## config.mk

```make
export PLATFORM = sky130hd
export DESIGN_NAME = adc_capture_core
export DESIGN_NICKNAME = d
export VERILOG_FILES = /design/src/rtl/adc_capture_core.sv
export SDC_FILE = /design/constraint.sdc
export NUM_CORES = 1
export LEC_CHECK = 0
export ABC_CLOCK_PERIOD_IN_PS = 4500
export CORE_MARGIN = 3
export CORE_UTILIZATION = 30
export CTS_BUF_LIST = sky130_fd_sc_hd__clkbuf_4 sky130_fd_sc_hd__clkbuf_8
export DETAILED_ROUTE_END_ITERATION = 16
export PLACE_DENSITY = 0.52
export SYNTH_ARGS = -nofsm -noshare
export SYNTH_HDL_FRONTEND = slang
export SYNTH_SLANG_ARGS = --single-unit
```

## constraint.sdc

```tcl
create_clock -name clk -period 4.5 [get_ports clk]
set_input_delay 0.675 -clock clk [delete_from_list [all_inputs] [get_ports clk]]
set_output_delay 0.675 -clock clk [all_outputs]
set_load 0.1 [all_outputs]
```

## src/rtl/adc_capture_core.sv

```systemverilog
// rtl/adc_capture_core.sv - ADC serial configuration sequencer and sample capture/averaging core
//
// Purpose:
//   After reset, or after a cfg_start pulse, this block pulses the ADC hardware
//   reset, waits, and then shifts CFG_WORDS 16-bit words out over a 3-wire
//   serial port.  Each word is sent MSB first and is followed by a gap.  Once
//   configuration is complete, raw ADC samples are registered and converted to
//   two's complement when requested.  Blocks of 2^avg_log2 samples are then
//   averaged.
//
// Optional feature:
//   ADC_CAPTURE_OVR_EN - when defined, out_ovr flags any block that contained a
//   raw sample at either rail (all zeros or all ones).  When undefined, out_ovr
//   is tied to 0.
//
// Ports:
//   clk, rstn        - clock, asynchronous active-low reset
//   cfg_start        - single-cycle pulse that restarts configuration
//   cfg_table        - CFG_WORDS x {addr[7:0], data[7:0]}; word k at [16k+15:16k]
//   adc_rst          - ADC hardware reset
//   adc_sen          - serial enable, active-low
//   adc_sclk         - serial clock
//   adc_sdata        - serial data
//   cfg_done         - high while configuration is complete
//   adc_data         - raw offset-binary samples
//   fmt_twos         - 1: two's complement output, 0: offset binary output
//   avg_log2         - log2 of the averaging block size (values above 4 clamp to 4)
//   out_data         - averaged output sample
//   out_valid        - output sample strobe
//   out_ovr          - rail flag for the block just output
module adc_capture_core #(
    parameter int unsigned DATA_W     = 12,
    parameter int unsigned CFG_WORDS  = 4,
    parameter int unsigned SCLK_DIV   = 4,
    parameter int unsigned RST_CYCLES = 16
) (
    input  logic                    clk,
    input  logic                    rstn,
    input  logic                    cfg_start,
    input  logic [16*CFG_WORDS-1:0] cfg_table,
    output logic                    adc_rst,
    output logic                    adc_sen,
    output logic                    adc_sclk,
    output logic                    adc_sdata,
    output logic                    cfg_done,
    input  logic [DATA_W-1:0]       adc_data,
    input  logic                    fmt_twos,
    input  logic [2:0]              avg_log2,
    output logic [DATA_W-1:0]       out_data,
    output logic                    out_valid,
    output logic                    out_ovr
);

    localparam int unsigned ACC_W = DATA_W + 4;
    localparam int unsigned CNT_W = 10;
    localparam logic [CNT_W-1:0] RST_LAST  = CNT_W'(RST_CYCLES - 1);
    localparam logic [CNT_W-1:0] SCLK_LAST = CNT_W'(SCLK_DIV - 1);
    localparam logic [CNT_W-1:0] GAP_LAST  = CNT_W'(2 * SCLK_DIV - 1);
    localparam logic [3:0]       WORD_LAST = 4'(CFG_WORDS - 1);

    typedef enum logic [2:0] {
        S_IDLE,
        S_RST_PULSE,
        S_RST_WAIT,
        S_SHIFT,
        S_GAP,
        S_DONE
    } state_t;

    // ---------------------------------------------------------------- config FSM
    state_t           state_q, state_d;
    logic [CNT_W-1:0] cnt_q, cnt_d;
    logic [3:0]       bit_q, bit_d;
    logic [3:0]       word_q, word_d;
    logic             sclk_q, sclk_d;
    logic             sdata_q, sdata_d;
    logic [3:0]       word_nxt;
    logic [15:0]      cur_word;
    logic [15:0]      nxt_word;

    assign word_nxt = word_q + 4'd1;
    assign cur_word = cfg_table[{word_q, 4'b0000} +: 16];
    assign nxt_word = cfg_table[{word_nxt, 4'b0000} +: 16];

    always_comb begin
        state_d = state_q;
        cnt_d   = cnt_q + 1'b1;
        bit_d   = bit_q;
        word_d  = word_q;
        sclk_d  = sclk_q;
        sdata_d = sdata_q;
        case (state_q)
            S_IDLE: begin
                state_d = S_RST_PULSE;
                cnt_d   = '0;
                word_d  = '0;
                sclk_d  = 1'b0;
                sdata_d = 1'b0;
            end
            S_RST_PULSE: begin
                if (cnt_q == RST_LAST) begin
                    state_d = S_RST_WAIT;
                    cnt_d   = '0;
                end
            end
            S_RST_WAIT: begin
                if (cnt_q == RST_LAST) begin
                    // sdata takes the first MSB together with the sen falling edge
                    state_d = S_SHIFT;
                    cnt_d   = '0;
                    bit_d   = 4'd15;
                    sclk_d  = 1'b0;
                    sdata_d = cur_word[15];
                end
            end
            S_SHIFT: begin
                if (cnt_q == SCLK_LAST) begin
                    cnt_d = '0;
                    if (!sclk_q) begin
                        sclk_d = 1'b1;
                    end else begin
                        // falling edge: the only point where sdata may move
                        sclk_d = 1'b0;
                        if (bit_q == 4'd0) begin
                            state_d = S_GAP;
                            sdata_d = 1'b0;
                        end else begin
                            bit_d   = bit_q - 4'd1;
                            sdata_d = cur_word[bit_q - 4'd1];
                        end
                    end
                end
            end
            S_GAP: begin
                if (cnt_q == GAP_LAST) begin
                    cnt_d = '0;
                    if (word_q == WORD_LAST) begin
                        state_d = S_DONE;
                    end else begin
                        state_d = S_SHIFT;
                        word_d  = word_nxt;
                        bit_d   = 4'd15;
                        sdata_d = nxt_word[15];
                    end
                end
            end
            S_DONE: begin
                cnt_d = cnt_q;
            end
            default: begin
                state_d = S_IDLE;
            end
        endcase
        if (cfg_start) begin
            state_d = S_RST_PULSE;
            cnt_d   = '0;
            word_d  = '0;
            bit_d   = 4'd15;
            sclk_d  = 1'b0;
            sdata_d = 1'b0;
        end
    end

    always_ff @(posedge clk or negedge rstn) begin
        if (!rstn) begin
            state_q <= S_IDLE;
            cnt_q   <= '0;
            bit_q   <= '0;
            word_q  <= '0;
            sclk_q  <= 1'b0;
            sdata_q <= 1'b0;
        end else begin
            state_q <= state_d;
            cnt_q   <= cnt_d;
            bit_q   <= bit_d;
            word_q  <= word_d;
            sclk_q  <= sclk_d;
            sdata_q <= sdata_d;
        end
    end

    assign adc_rst   = (state_q == S_RST_PULSE);
    assign adc_sen   = (state_q != S_SHIFT);
    assign adc_sclk  = sclk_q;
    assign adc_sdata = sdata_q;
    assign cfg_done  = (state_q == S_DONE);

    // ---------------------------------------------------------------- capture
    logic [DATA_W-1:0] s1_q, s1_d;
    logic              v1_q, v1_d;
    logic [DATA_W-1:0] s2_q, s2_d;
    logic              s2_twos_q, s2_twos_d;
    logic              v2_q, v2_d;
    logic [ACC_W-1:0]  acc_q, acc_d;
    logic [3:0]        blk_cnt_q, blk_cnt_d;
    logic [2:0]        shift_q, shift_d;
    logic [DATA_W-1:0] out_data_q, out_data_d;
    logic              out_valid_q, out_valid_d;
    logic [2:0]        avg_eff;
    logic [2:0]        shift_now;
    logic [ACC_W-1:0]  ext;
    logic [ACC_W-1:0]  sum;
    logic              blk_last;

    always_comb begin
        s1_d        = adc_data;
        v1_d        = cfg_done;
        s2_d        = fmt_twos ? {~s1_q[DATA_W-1], s1_q[DATA_W-2:0]} : s1_q;
        s2_twos_d   = fmt_twos;
        v2_d        = v1_q;
        acc_d       = acc_q;
        blk_cnt_d   = blk_cnt_q;
        shift_d     = shift_q;
        out_data_d  = out_data_q;
        out_valid_d = 1'b0;

        avg_eff   = (avg_log2 > 3'd4) ? 3'd4 : avg_log2;
        // block size is latched on its first sample so mid-block changes are ignored
        shift_now = (blk_cnt_q == 4'd0) ? avg_eff : shift_q;
        ext       = s2_twos_q ? {{4{s2_q[DATA_W-1]}}, s2_q} : {4'b0000, s2_q};
        sum       = acc_q + ext;
        blk_last  = (blk_cnt_q == 4'((5'd1 << shift_now) - 5'd1));

        if (v2_q) begin
            shift_d = shift_now;
            if (blk_last) begin
                // shift <= 4 keeps the window inside the accumulator, so the
                // same slice serves as a logical or an arithmetic shift
                out_data_d  = sum[shift_now +: DATA_W];
                out_valid_d = 1'b1;
                acc_d       = '0;
                blk_cnt_d   = '0;
            end else begin
                acc_d     = sum;
                blk_cnt_d = blk_cnt_q + 4'd1;
            end
        end

        if (cfg_start) begin
            s1_d        = '0;
            v1_d        = 1'b0;
            s2_d        = '0;
            v2_d        = 1'b0;
            acc_d       = '0;
            blk_cnt_d   = '0;
            out_valid_d = 1'b0;
        end
    end

    always_ff @(posedge clk or negedge rstn) begin
        if (!rstn) begin
            s1_q        <= '0;
            v1_q        <= 1'b0;
            s2_q        <= '0;
            s2_twos_q   <= 1'b0;
            v2_q        <= 1'b0;
            acc_q       <= '0;
            blk_cnt_q   <= '0;
            shift_q     <= '0;
            out_data_q  <= '0;
            out_valid_q <= 1'b0;
        end else begin
            s1_q        <= s1_d;
            v1_q        <= v1_d;
            s2_q        <= s2_d;
            s2_twos_q   <= s2_twos_d;
            v2_q        <= v2_d;
            acc_q       <= acc_d;
            blk_cnt_q   <= blk_cnt_d;
            shift_q     <= shift_d;
            out_data_q  <= out_data_d;
            out_valid_q <= out_valid_d;
        end
    end

    assign out_data  = out_data_q;
    assign out_valid = out_valid_q;

`ifdef ADC_CAPTURE_OVR_EN
    // ---------------------------------------------------------------- rail flag
    logic s2_ovr_q, s2_ovr_d;
    logic ovr_acc_q, ovr_acc_d;
    logic out_ovr_q, out_ovr_d;
    logic blk_ovr;

    always_comb begin
        s2_ovr_d  = (s1_q == '0) || (s1_q == '1);
        ovr_acc_d = ovr_acc_q;
        out_ovr_d = out_ovr_q;
        blk_ovr   = ovr_acc_q | s2_ovr_q;
        if (v2_q) begin
            if (blk_last) begin
                out_ovr_d = blk_ovr;
                ovr_acc_d = 1'b0;
            end else begin
                ovr_acc_d = blk_ovr;
            end
        end
        if (cfg_start) begin
            s2_ovr_d  = 1'b0;
            ovr_acc_d = 1'b0;
        end
    end

    always_ff @(posedge clk or negedge rstn) begin
        if (!rstn) begin
            s2_ovr_q  <= 1'b0;
            ovr_acc_q <= 1'b0;
            out_ovr_q <= 1'b0;
        end else begin
            s2_ovr_q  <= s2_ovr_d;
            ovr_acc_q <= ovr_acc_d;
            out_ovr_q <= out_ovr_d;
        end
    end

    assign out_ovr = out_ovr_q;
`else
    assign out_ovr = 1'b0;
`endif

endmodule

```

# Word-level counts from Yosys, hierarchy flattened
# Cells that the tools add are included.
[totals]
input_bits = 83
elab_cells = 122
register_bits = 86
output_inout_bits = 19
[op_classes]
bitwise = 1
reduce_logical = 15
muxes = 58
addsub = 6
n_eq_ne = 20
shifts = 4
order_cmp = 2
[op_table]
columns = ["operator", "n"]
rows = [
  ["$shiftx 64x9->16", 2],
  ["$mux 16", 4],
  ["$mux 4", 13],
  ["$pmux 10 s5", 1],
  ["$mux 10", 4],
  ["$mux 12", 3],
  ["$mux 3", 10],
  ["$ne 3x3->1 const B", 7],
  ["$pmux 3 s6", 1],
  ["$mux 1", 17],
  ["$add 16x16->16", 1],
  ["$shiftx 16x4->12", 1],
  ["$reduce_and 7->1", 2],
  ["$pmux 4 s3", 1],
  ["$add 10x1->10 const B", 1],
  ["$eq 10x2->1 const B", 1],
  ["$eq 10x3->1 const B", 1],
  ["$eq 10x4->1 const B", 1],
  ["$add 4x1->4 const B", 2],
  ["$logic_not 4->1", 2],
  ["$pmux 4 s2", 1],
  ["$reduce_bool 4->1", 2],
  ["$sub 4x1->4 const B", 2],
  ["$eq 3x2->1 const B", 2],
  ["other kinds (21)", 24],
]

# Longest topological paths before layout
# Gate-level depths: netlist of run 1.
[logic_depth]
depth_word = 9
mapped_depth = 15
mapped_depth_nobuf = 14

# Worst setup path before layout of run 1
# No wires, ideal clock.
[synth_path]
path_kind = "register to register"
from = "register blk_cnt_q[0]"
to = "register out_data_q[5], in the netlist out_data[5]"
stages_incl_launch_ff = 16
path_slack_ps = 1040
arrival_time_ps = 3336
period_less_slack_ps = 3460
required_time_ps = 4376
setup_time_ps = 124
n_path_buf = 1
cell_sequence = "dfrtp_1 > inv_1 > ha_1 > nor3b_2 > buf_4 > mux2_2 > nor2_1 > nand2_1 > ha_1 > xnor2_1 > and3_1 > o31ai_1 > nor3_1 > nand2_1 > nor3_1 > a211o_1"
[synth_via]
elab_chain_cells = 6
elab_cells_between_ends = 7
cone_classes = "add/sub: 1; eq/ne: 1; shift: 2; mux: 1; reduce/logical: 2"
[synth_lines]
columns = ["element", "line_no", "source"]
rows = [
  ["start: declaration", "195", "logic [3:0] blk_cnt_q, blk_cnt_d;"],
  ["start signal: assignment", "269", "blk_cnt_q <= blk_cnt_d;"],
  ["$logic_not 4->1", "219", "shift_now = (blk_cnt_q == 4'd0) ? avg_eff : shift_q;"],
  ["$mux 3", "219", ""],
  ["$shl 1x3->4", "222", "blk_last = (blk_cnt_q == 4'((5'd1 << shift_now) - 5'd1));"],
  ["$sub 4x1->4", "222", ""],
  ["$eq 4x4->1", "222", ""],
  ["$reduce_and 2->1 (no line)", "n/a", ""],
  ["end signal: assignment", "271", "out_data_q <= out_data_d;"],
  ["end: declaration", "197", "logic [DATA_W-1:0] out_data_q, out_data_d;"],
]
# Parallel ways exist; a longest one is shown, timed or not.
# A chain may end at the register's enable or synchronous reset.

# Worst setup path after layout of run 1
# Ends and elaborated chain as after synthesis.

==> results of run 1 <==
==> layout make-up <==
type	instances	area, um^2	share of cell area
sequential	86	2150	0.286
tap	265	332	0.0441
timing repair buffer	112	1090	0.145
multi-input combinational	500	3670	0.488
inverter	18	67.6	0.00898
clock inverter	4	55.1	0.00732
clock buffer	12	159	0.0211
==> stage by stage <==
stage	total power [W]	hold slack, ns	area (um^2)	util
2_1_floorplan	0.00141	0.379	6030	-
3_3_place_gp	0.00165	0.449	7310	0.373
3_5_place_dp	0.00166	0.447	7310	0.373
4_1_cts	0.00226	0.359	7520	0.384
5_1_grt	0.00237	0.385	7520	0.384
6_report	0.00223	0.335	7520	0.384
==> cell usage after synthesis, types with 3 or more instances <==
library cell               number
sky130_fd_sc_hd__inv_1         18
sky130_fd_sc_hd__and4_1         4
sky130_fd_sc_hd__nand2b_1       9
sky130_fd_sc_hd__xor2_1        13
sky130_fd_sc_hd__and2_1         5
sky130_fd_sc_hd__mux2i_1       19
sky130_fd_sc_hd__clkbuf_1      24
sky130_fd_sc_hd__o21a_1         6
sky130_fd_sc_hd__nand2_1       56
sky130_fd_sc_hd__nor2_1        51
sky130_fd_sc_hd__a211oi_1       6
sky130_fd_sc_hd__a21oi_1       29
sky130_fd_sc_hd__nand3b_1       3
sky130_fd_sc_hd__nor3b_1        5
sky130_fd_sc_hd__a22oi_1        4
sky130_fd_sc_hd__xnor2_1        9
sky130_fd_sc_hd__a221oi_1       3
sky130_fd_sc_hd__and3_1         6
sky130_fd_sc_hd__buf_4          4
sky130_fd_sc_hd__nor2b_1       32
sky130_fd_sc_hd__a22o_1         5
sky130_fd_sc_hd__nand4_1        8
sky130_fd_sc_hd__a21o_1         8
sky130_fd_sc_hd__or2_2          4
sky130_fd_sc_hd__mux2_2         4
sky130_fd_sc_hd__o31ai_1        7
sky130_fd_sc_hd__buf_2          4
sky130_fd_sc_hd__or4_1          3
sky130_fd_sc_hd__mux4_2        20
sky130_fd_sc_hd__a211o_1        7
sky130_fd_sc_hd__ha_1          21
sky130_fd_sc_hd__nor3_1        15
sky130_fd_sc_hd__nand3_1       17
sky130_fd_sc_hd__dfrtp_1       86
sky130_fd_sc_hd__o211ai_1      19
sky130_fd_sc_hd__or3_1          4
sky130_fd_sc_hd__o21ai_0       45
sky130_fd_sc_hd__a31oi_1        5
==> kinds of logic after synthesis <==
family                   after synthesis  share of synthesized area
other                                  1                   0.000621
flip-flops                            86                      0.357
buffers and inverters                 51                     0.0350
AND/OR/NAND/NOR                      233                      0.203
multiplexers                          44                      0.117
adder cells (fa/ha/maj)               22                     0.0469
AO/OA/AOI/OAI                        177                      0.206
XOR/XNOR                              23                     0.0346
==> per-layer routing <==
layer  share of wire  global-route usage  vias to the layer above
li1                -                   -                     2559
met1            0.44               0.189                     2596
met2            0.48               0.255                      145
met3           0.052              0.0356                       31
met4           0.024              0.0605                        2
met5         0.00080                   0                        -
==> worst max-delay path: stages (launching register included) <==
cell	delay (ns)
sky130_fd_sc_hd__dfrtp_1	0.43
sky130_fd_sc_hd__inv_1	0.11
sky130_fd_sc_hd__ha_1	0.14
sky130_fd_sc_hd__nor3b_2	0.14
sky130_fd_sc_hd__buf_4	0.21
sky130_fd_sc_hd__mux2_2	0.40
sky130_fd_sc_hd__nor2_1	0.11
sky130_fd_sc_hd__buf_4	0.15
sky130_fd_sc_hd__nand2_1	0.06
sky130_fd_sc_hd__ha_1	0.20
sky130_fd_sc_hd__xnor2_1	0.16
sky130_fd_sc_hd__and3_1	0.20
sky130_fd_sc_hd__o31ai_1	0.56
sky130_fd_sc_hd__nor3_1	0.16
sky130_fd_sc_hd__nand2_1	0.29
sky130_fd_sc_hd__nor3_1	0.09
sky130_fd_sc_hd__a211o_1	0.24
==> worst paths after layout <==
path,end,slack [ns],cells after the start
max,out_data[5]$_DFFE_PN0P_,0.73,16
max reg2reg,out_data[5]$_DFFE_PN0P_,0.73,16
min in group clk,v2_q$_DFF_PN0_,0.46,1
min reg2reg,v2_q$_DFF_PN0_,0.46,1
max in group asynchronous,s1_q[2]$_DFF_PN0_,3.27,2
min,acc_q[10]$_DFFE_PN0P_,0.34,1
==> state kept, by name, summed over array words and instances, names as in the netlist <==
signal and cells:
shift_q 3, word_q 4, cnt_q 10, v1_q 1, bit_q 4, s1_q 12
s2_twos_q 1, out_data 12, out_valid 1, adc_sclk 1, blk_cnt_q 4, state_q 3
acc_q 16, adc_sdata 1, s2_q 12, v2_q 1
==> power by group through the flow <==
| stage | Combinational, W | Clock (W) | Sequential (W) |
|---|---|---|---|
| 2_1_floorplan | 0.000469 | 0 | 0.000943 |
| 3_3_place_gp | 0.000712 | 0 | 0.000936 |
| 3_5_place_dp | 0.000720 | 0 | 0.000937 |
| 4_1_cts | 0.000723 | 0.000610 | 0.000924 |
| 5_1_grt | 0.000786 | 0.000639 | 0.000939 |
| 6_report | 0.000716 | 0.000589 | 0.000926 |
==> impl_summary.md, run 1 <==
Outcome
The run finished with clean final reports.

Worst setup path
The kind of end point of the critical path is a flip-flop. The critical path starts at blk_cnt_q[0]$_DFFE_PN0P_. The required arrival time at the worst endpoint is 4.76 ns. The startpoint identified for the worst register-to-register timing path is blk_cnt_q[0]$_DFFE_PN0P_. The critical path startpoint category is a flip-flop.

The endpoint arrival time on the critical path is 4.02 ns. The critical path class is reg -> reg. The maximum fanout count along the critical path is 9.

Routing
The first detailed-routing pass ran for 5 iterations. After the first detailed-routing iteration, the DRC count stood at 207. After detailed routing, the average wire length per cell comes to 16.2 um. The number of nets with antenna violations after detailed routing is 0.

The post-detailed-route DRC marker count is 0. In the routed layout, each cell is associated on average with a via count of 5.35. Wires add up to 16200 um.

The via count is 5333.

Synthesis
Counting distinct cell types in the post-synthesis netlist gives 75. Summed over all instances, the cell type with the most area after synthesis is sky130_fd_sc_hd__dfrtp_1. The mapped netlist covers 6030 um^2. Synthesis produced 637 cells. After synthesis, the cell types taking the most area are sky130_fd_sc_hd__dfrtp_1, sky130_fd_sc_hd__mux4_2, sky130_fd_sc_hd__ha_1. The mean post-synth cell area is 9.47 um^2.

The number of synthesized flops with an enable pin is 0. The share of synthesized area in the top cell type comes to 0.357. The most used flip-flop cell after synthesis is sky130_fd_sc_hd__dfrtp_1. The number of nets in the synthesized netlist is 742. Synthesis inferred 86 register bits. The async set-reset flop share out of synthesis is 1.00. For this run, the number of Yosys warnings is 0. The share of synthesized area occupied by flip-flops and latches is 0.357.

Power
The ratio of total power to cell area is 296 nW/um^2. The static power due to leakage is 3.16 nW. The power share of the clock group is 0.264. Of the total power, the share spent switching nets is 0.376. Of the total power, registers draw 0.415. The share of total power dissipated in combinational logic is 0.321.

For this design the total switching power over the nets is 0.000838 W. The maximum vdd ir drop is 347 uV. The internal power of the cells is 0.00139 W.

Clock network
The number of buffers created by CTS is 9. Clock-pin slew was measured on the worst setup and hold paths at 0.09 ns. The buffers inserted during post-CTS setup optimization is 0. The depth of the CTS H-tree is 3. The buffer depth of the longest clock path is 2. After clock tree synthesis, the flow added hold-fix buffers numbering 0.

The clock reaches the later pin of the worst-skew pair after 0.37 ns. The tree built by TritonCTS fans out to 86 sinks. The number of gates resized after CTS was 0. The TritonCTS clock tree is yes. The clock tree root buffer cell is sky130_fd_sc_hd__clkbuf_8.

Floorplan
The width of the die is 148 um. The number of top-level pins is 102. The die covers 21900 um^2. The die height is 148 um. The floorplan row count is 51.

The initial utilization of the core area, before any placement, comes to 0.308. The core area is 19600 um^2.

Timing
The slew at the pin closest to its max-slew limit is 1.02 ns. The worst clock skew is 0.00981 ns. Setup repair after global routing left no endpoint under its margin. The count of final setup violators is 0.

Derived from the worst setup path, the maximum achievable clock frequency is 0.266 GHz. Dividing the final minimum period by the clock period gives 0.837. In the final timing run, aggregate negative setup slack is 0 ns.

The post-route worst setup slack is 0.735 ns. The worst path in the final design needs a cycle of 3.77 ns, including I/O delays and setup. The number of failing hold endpoints at the final stage is 0. The count of pins over their slew limit is 0. The max-slew headroom at the worst pin is 0.308.

Placed design
Counting tap cells, the placed design contains a total of 981 instances. OpenSTA, run right after detailed placement, puts the worst setup slack at 0.561 ns. The detailed placement HPWL is 12700 um. The placer congestion estimate is 0.871. The number of I/O port buffers is 100.

Job
Max-cap violations in this run came to 0.

Finish
The number of nets in the finished design is 832. The count of inserted antenna diode cells is 0. The relative area change from synthesis to final layout is 24.7%. The most common cell after layout, fill and taps aside is sky130_fd_sc_hd__clkdlybuf4s50_1. The share of layout cells above drive strength 1 is 0.0943. Excluding fillers, the count of instances in the completed layout stands at 997. In the layout the commonest cells are sky130_fd_sc_hd__clkdlybuf4s50_1, sky130_fd_sc_hd__dfrtp_1, sky130_fd_sc_hd__nand2_1, sky130_fd_sc_hd__nor2_1, sky130_fd_sc_hd__o21ai_0. Fill cells in the final layout number 2005.

Min path
The path class of the tightest hold or removal check is in -> async.

GRT
The global-route wire length before repair is 27100 um. The number of antenna violations at the first check in global routing is 1. The largest net degree at the start of global routing is 54. The via count of the first global-routing pass is 5485.

The leftover overflow at the end of global routing is 0. Across every metal layer, demand over resource in global routing totals 0.152.
(Power assumes the default switching activity.)
==> run 2: changes to the inputs <==
- ABC_CLOCK_PERIOD_IN_PS: 4500 -> 3050
- PLACE_DENSITY: 0.52 -> 0.54
- clock period: 4.5 -> 3.05 ns (I/O delays scaled with it)
==> run 2 against run 1 <==
Compared with the run above:
- fmax increased by 25%
- via count increased by 2.1%
- clock power increased by 44%
- core utilization increased by 2.1 points
- critical path depth unchanged
- global-route usage increased by 0.58 points
- clock skew increased by 0.0029 ns
- final cell count increased by 3.7%
- clock-buffer cell count decreased by 2
- flip-flop and latch count unchanged
- highest routed layer is now met4
- die area unchanged
==> impl_summary.md, run 2 (synthesis results as in run 1) <==
Outcome
The flow ran to the end, and the final reports show no timing, DRC or antenna violations.

Routing
The first TritonRoute pass finished after 5 iterations. The detailed router's first-iteration violation count is 311. Detailed routing inserted a total of 5444 vias. For this run, design rule violations remaining after detail routing come to 0.

The number of nets with antenna violations after detailed routing is 0. In the final routed layout, each cell accounts on average for 16.4 um. After detailed routing, the number of vias per cell comes to 5.26. The final wirelength is 17000 um.

Clock network
Buffers inserted during clock tree synthesis total 9. TritonCTS built the clock tree. The clock-pin slew on the worst setup and hold paths is 0.10 ns. The tree is rooted in a sky130_fd_sc_hd__clkbuf_8. The later-pin clock latency in the skew report is 0.38 ns.

The buffer depth of the longest clock path is 2. The H-tree was split into 3 levels. For this design, the sink count on the clock tree is 86.

GRT
The number of antenna violations at the first check in global routing was 0. The leftover overflow at the end of global routing is 0. The first global-routing pass estimated 28200 um of wire. The via count of the first global-routing pass was 5696. Across every metal layer, demand over resource in global routing totals 0.157. The largest net degree at the start of global routing is 56.

Placed design
The count of placed standard cells including taps is 1010. The setup slack at placement is -0.180 ns. The placer congestion estimate is 0.870.

In this run the tool buffered the top-level ports with 100 buffer cells. Detailed placement finished with a half-perimeter wire length of 13300 um.

Timing
After layout, the minimum clock period comes to 3.01 ns. The worst clock skew is 0.0127 ns. Setup repair after global routing could not meet its margin everywhere. The ratio of final minimum period to clock period is 0.987. The max-slew headroom at the worst pin is 0.424.

Setup slack on the critical path of the routed design comes to 0.0405 ns. The count of pins over their slew limit is 0. The count of final setup violators is 0. The slew at the pin closest to its max-slew limit is 0.857 ns. The number of failing hold endpoints at the final stage is 0. The peak clock frequency supported by timing is 0.332 GHz.

Floorplan
102 I/O pins were placed. The overall die area is 21900 um^2. The die height is 148 um. The core area is 19600 um^2. The effective utilization at floorplan is 0.308.

The floorplan row count is 51. The width of the die is 148 um.

Power
The static power due to leakage is 3.39 nW. The maximum vdd ir drop is 436 uV. Dividing total power by cell area gives a power density of 421 nW/um^2.

Finish
The share of layout cells above drive strength 1 is 0.189. The register with the most flip-flops in the layout has 16 of them. The number of antenna diodes in the final layout is 0. The relative area change from synthesis to final layout is 31.5%. The library cell used most frequently in the layout, excluding fill and tap cells, is sky130_fd_sc_hd__dfrtp_1. The register containing the most flip-flops in the final layout is acc_q. Excluding fillers, the count of instances in the completed layout stands at 1034. The library cells used most frequently in the layout, excluding fill and tap cells, are sky130_fd_sc_hd__dfrtp_1, sky130_fd_sc_hd__clkdlybuf4s50_1, sky130_fd_sc_hd__buf_4, sky130_fd_sc_hd__nand2_1, sky130_fd_sc_hd__nor2_1. The number of nets in the finished design is 869. The fill cell instance count of the final layout is 1972.

Worst setup path
In this run the register-to-register setup slack is 0.04 ns. The endpoint arrival time on the critical path is 3.30 ns. The reg-to-reg critical path startpoint is blk_cnt_q[0]$_DFFE_PN0P_. The required arrival time at the worst endpoint is 3.34 ns. Broken down by cell family, the worst path's largest delay share belongs to simple AND/OR/NAND/NOR gates.

By startpoint and endpoint, the worst setup path is classified as reg -> reg. On the worst path, the slowest cell contributes a delay of 0.39 ns. The critical path startpoint is blk_cnt_q[0]$_DFFE_PN0P_. The cell with the largest stage delay on the worst path is sky130_fd_sc_hd__dfrtp_1.

Counting both buffers and inverters, the worst setup path holds a total of 4. Among the stages of the critical path, the cell type that occurs most often is sky130_fd_sc_hd__buf_4. The critical path startpoint category is a flip-flop. The maximum fanout count along the critical path is 5. The critical path goes through inv_2, ha_1, nor3b_4, buf_6, mux2i_4, nor2_4, nand2_2, ha_4, xnor2_4, and3_4, o31ai_4, nor4b_4, buf_4, buf_4, nand4_1, o211ai_1. STA classifies the critical path endpoint as a flip-flop.

Min path
The path class of the tightest hold or removal check is in -> async.

Job
Across the run, the number of max-cap violations was 0.
==> run 2: cell count changes in the layout (fill, tap and decap cells not counted), sizes merged <==
cell           change
clkinv             -1
clkinvlp           +1
clkdlybuf4s50     -18
inv                +2
clkbuf             -2
buf               +55
==> run 2: per-stage QoR <==
stage	hold WS [ns]	power, W	TNS [ns]	util	area, um^2
6_report	0.124	0.00334	0	0.405	7940
5_1_grt	0.186	0.00355	-0.545	0.405	7940
4_1_cts	0.145	0.00335	0	0.398	7790
3_5_place_dp	0.455	0.00248	-3.13	0.385	7530
3_3_place_gp	0.452	0.00246	-0.725	0.385	7530
2_1_floorplan	0.162	0.00210	0	-	6090
==> run 2: repair_timing <==
item | CTS | global route
pin swaps | 3 | 6
endpoints found under the setup margin | 23 | 31
hold buffers | 0 | 0
gates resized for setup | 6 | 20
buffers inserted | 3 | 5
cloned | 0 | 0
==> run 2: power by group <==
group          switching [W]  internal [W]
Combinational       0.000685      0.000426
Clock               0.000445      0.000405
Sequential          0.000151       0.00123
Total                0.00128       0.00206
==> run 2: cell type report <==
type / count / area [um^2] / area share
Clock buffer: 10 / 138 / 0.0173
Clock inverter: 6 / 67.6 / 0.00851
Inverter: 18 / 67.6 / 0.00851
Multi-Input combinational cell: 500 / 3850 / 0.485
Sequential cell: 86 / 2150 / 0.271
Tap cell: 265 / 332 / 0.0418
Timing Repair Buffer: 149 / 1330 / 0.167
==> run 2: worst register-to-register path, delay by kind of cell (launching register included) <==
kind	cells	cell delay (ns)
compound gates	2	0.20
xor+xnor	1	0.13
fa+ha+maj	2	0.30
buf+inv	4	0.56
flops	1	0.39
mux	1	0.28
simple gates	6	1.08
==> run 2: worst paths after layout <==
check                                           end  depth (start not counted)
max                        out_data[11]$_DFFE_PN0P_                         16
min                            acc_q[7]$_DFFE_PN0P_                          1
max reg2reg                out_data[11]$_DFFE_PN0P_                         16
min reg2reg                       s2_q[2]$_DFF_PN0_                          1
max in group asynchronous   out_data[1]$_DFFE_PN0P_                          2
min in group clk                  s2_q[2]$_DFF_PN0_                          1
==> run 2: routing by layer <==
layer	share of wire	track usage
met1	0.44	0.197
met2	0.49	0.269
met3	0.055	0.0374
met4	0.020	0.0508
met5	0	0
==> run 3: changes to the inputs <==
- PLACE_DENSITY: 0.54 -> default
==> run 3 against run 2 <==
Compared with the run above:
- final cell count fell by 0.29%
- clock power down 12%
- sequential power is essentially flat
- non-clock buffer count decreased by 4
- die area unchanged
- fmax increased by 0.89%
- largest power group unchanged
- power fell by 3.5%
- global-route usage shrank 0.92 points
- highest routed layer unchanged
- routed wire length fell by 5.5%
- via count is 1.7% lower
- register-to-register slack better by 0.03 ns
- clock skew rose by 0.0012 ns
==> impl_summary.md, run 3 (synthesis results as in run 1) <==
Outcome
The run finished with clean final reports.

Timing
In the post-route analysis, the smallest setup slack over all paths is 0.0672 ns. The count of pins over their slew limit is 0. Measured against its own limit, the worst slew margin works out to 0.407.

The routed design could run at a clock period as short as 2.98 ns. Clock skew on the completed layout was measured at 0.0139 ns. The minimum hold slack is 0.0749 ns.

The number of failing hold endpoints at the final stage was 0. The count of final setup violators is 0. Setup repair after global routing could not meet its margin everywhere.

The ratio of final minimum period to clock period is 0.978. Timing would allow up to 0.335 GHz. At the pin with the least slew margin, the transition time is 0.877 ns.

The final sum of negative setup slack is 0 ns.

Clock network
The clock-pin slew on the worst setup and hold paths is 0.09 ns. After clock tree synthesis, the flow added hold-fix buffers numbering 0. TritonCTS built the clock tree. The clock tree synthesis step divided the H-tree into 3 levels. The tree built by TritonCTS fans out to 86 sinks. For the worst-skew pair, the clock arrives at the later sink with an insertion delay of 0.38 ns. In this run, CTS created clock tree buffers numbering 9.

The clock tree root buffer cell is sky130_fd_sc_hd__clkbuf_8. The clock passes through at most 2 buffers.

Worst setup path
The worst reg2reg path depth is 16. The endpoint arrival time on the critical path is 3.25 ns. In this design, the stage delay of the slowest critical-path cell is 0.40 ns.

The critical path is of the reg -> reg type. The maximum fanout count along the critical path is 7. The critical path goes through inv_2, ha_2, nor3b_4, buf_6, mux2i_4, nor2_4, nand2_1, ha_2, xnor2_2, and3_4, o31ai_4, nor4b_4, buf_4, buf_6, a41o_1, a21oi_2.

The kind of end point of the critical path is a flip-flop. The setup slack of the worst register-to-register path is 0.07 ns. The critical path startpoint category is a flip-flop. The required arrival time at the worst endpoint is 3.31 ns. The slowest stage of the critical path is the sky130_fd_sc_hd__dfrtp_1 cell.

Placed design
The congestion estimate from routability-driven global placement came to 0.875. Buffers placed on the I/O ports in this run total 100. The area after detailed placement is 7530 um^2. The setup slack at placement is -0.118 ns. Including well taps, the total number of placed cells is 1009. The detailed placement HPWL is 12500 um.

Power
The ratio of total power to cell area is 410 nW/um^2. For this design the static power due to leakage is 3.36 nW. Across the VDD grid, the largest voltage drop is 355 uV.

Routing
Wires add up to 16100 um. In the routed design, unresolved DRC markers number 0. After detailed routing, the average wire length per cell comes to 15.6 um. The total iterations of the first detailed-routing run is 4.

The number of nets with antenna violations after detailed routing is 0. The via count is 5352. The detail-routed via count per cell is 5.19. The detailed router's first-iteration violation count is 263.

Finish
Once layout is done, the placed cells without fillers occupy 7850 um^2. Of the cells placed in the final design, the portion with a size suffix greater than 1 is 0.186. The register with the most flip-flops in the layout has 16 of them. The relative area change from synthesis to final layout is 30.1%. Counting flops per register, the top entry is acc_q. Leaving out fill and tap cells, the most frequent cells in the layout are sky130_fd_sc_hd__dfrtp_1, sky130_fd_sc_hd__clkdlybuf4s50_1, sky130_fd_sc_hd__buf_4, sky130_fd_sc_hd__nand2_1, sky130_fd_sc_hd__nor2_1. Excluding fillers, the count of instances in the completed layout stands at 1031.

In the final design database the tool counted 865 nets. Leaving out fill and tap cells, the most frequent cell in the layout is sky130_fd_sc_hd__dfrtp_1.

GRT
For this run, the total global-route usage over all layers was measured as 0.148. The largest net degree at the start of global routing is 45. The global-route wire length before repair is 26300 um.

The via count of the first global-routing pass was 5325. Summed over all layers, the global routing overflow is 0. The number of antenna violations at the first check in global routing is 0.

Min path
The class of the tightest hold or removal check is in -> async.

Job
The reported max-cap violation count is 0.

Floorplan
The core area is 19600 um^2. The die is 148 um wide. In this run the vertical extent of the chip is 148 um. The floorplan row count is 51. During I/O placement, the number of pins put on the boundary was 102.

For this configuration, the core starts out at a cell density of 0.308. The overall die area is 21900 um^2.
## run 3: cell types whose count changed in the layout (fill, tap and decap cells not counted), sizes merged
| cell | change |
|---|---|
| diode | +1 |
| inv | -1 |
| clkinv | +2 |
| buf | -3 |
| clkdlybuf4s50 | -1 |
| bufinv | -1 |
## run 3: metal layers
layer / GRT usage / routed length (um) / up-vias
li1: - / - / 2623
met1: 0.192 / 7170 / 2561
met2: 0.246 / 7600 / 140
met3: 0.0340 / 979 / 28
met4: 0.0508 / 333 / 0
met5: 0 / 0 / -
## run 3: stage by stage
| step | total power, W | utilization |
|---|---|---|
| 2_1_floorplan | 0.00210 | - |
| 3_3_place_gp | 0.00248 | 0.385 |
| 3_5_place_dp | 0.00248 | 0.385 |
| 4_1_cts | 0.00325 | 0.395 |
| 5_1_grt | 0.00342 | 0.401 |
| 6_report | 0.00322 | 0.401 |
## run 3: worst max-delay path, delay by kind of cell, from the launching register on
family | cells | cell delay, ns
buffers and inverters | 4 | 0.56
AO/OA/AOI/OAI | 3 | 0.29
AND/OR/NAND/NOR | 5 | 0.90
adder cells (fa/ha/maj) | 2 | 0.34
XOR/XNOR | 1 | 0.13
flip-flops | 1 | 0.40
multiplexers | 1 | 0.26
## run 3: repair_timing
action                                  4_1_cts  5_1_grt
buffers inserted                              0        4
pin swaps                                     0        8
resized for setup                             4       20
endpoints found under the setup margin        7       32
cloned                                        0        1
## run 3: power by group
part / internal [W] / leakage, nW / switching, W
Sequential: 0.00123 / 1.14 / 0.000126
Combinational: 0.000420 / 2.14 / 0.000695
Clock: 0.000309 / 0.0863 / 0.000444
## run 3: cell type report
type                    instances  area, um^2
repair buffers                145        1320
clock buffers                  10         131
multi-input cells             500        3800
clock inverters                 6        46.3
inverters                      18        67.6
diodes                          1        2.50
flip-flops and latches         86        2150
well taps                     265         332
fillers                      1977       11700
## run 3: worst paths after layout
| path | start | to |
|---|---|---|
| max | blk_cnt_q[0]$_DFFE_PN0P_ | out_data[9]$_DFFE_PN0P_ |
| min | rstn | acc_q[15]$_DFFE_PN0P_ |
| max reg2reg | blk_cnt_q[0]$_DFFE_PN0P_ | out_data[9]$_DFFE_PN0P_ |
| min reg2reg | s1_q[1]$_DFF_PN0_ | s2_q[1]$_DFF_PN0_ |
| max in group asynchronous | rstn | bit_q[1]$_DFFE_PN0P_ |
| min in group clk | s1_q[1]$_DFF_PN0_ | s2_q[1]$_DFF_PN0_ |
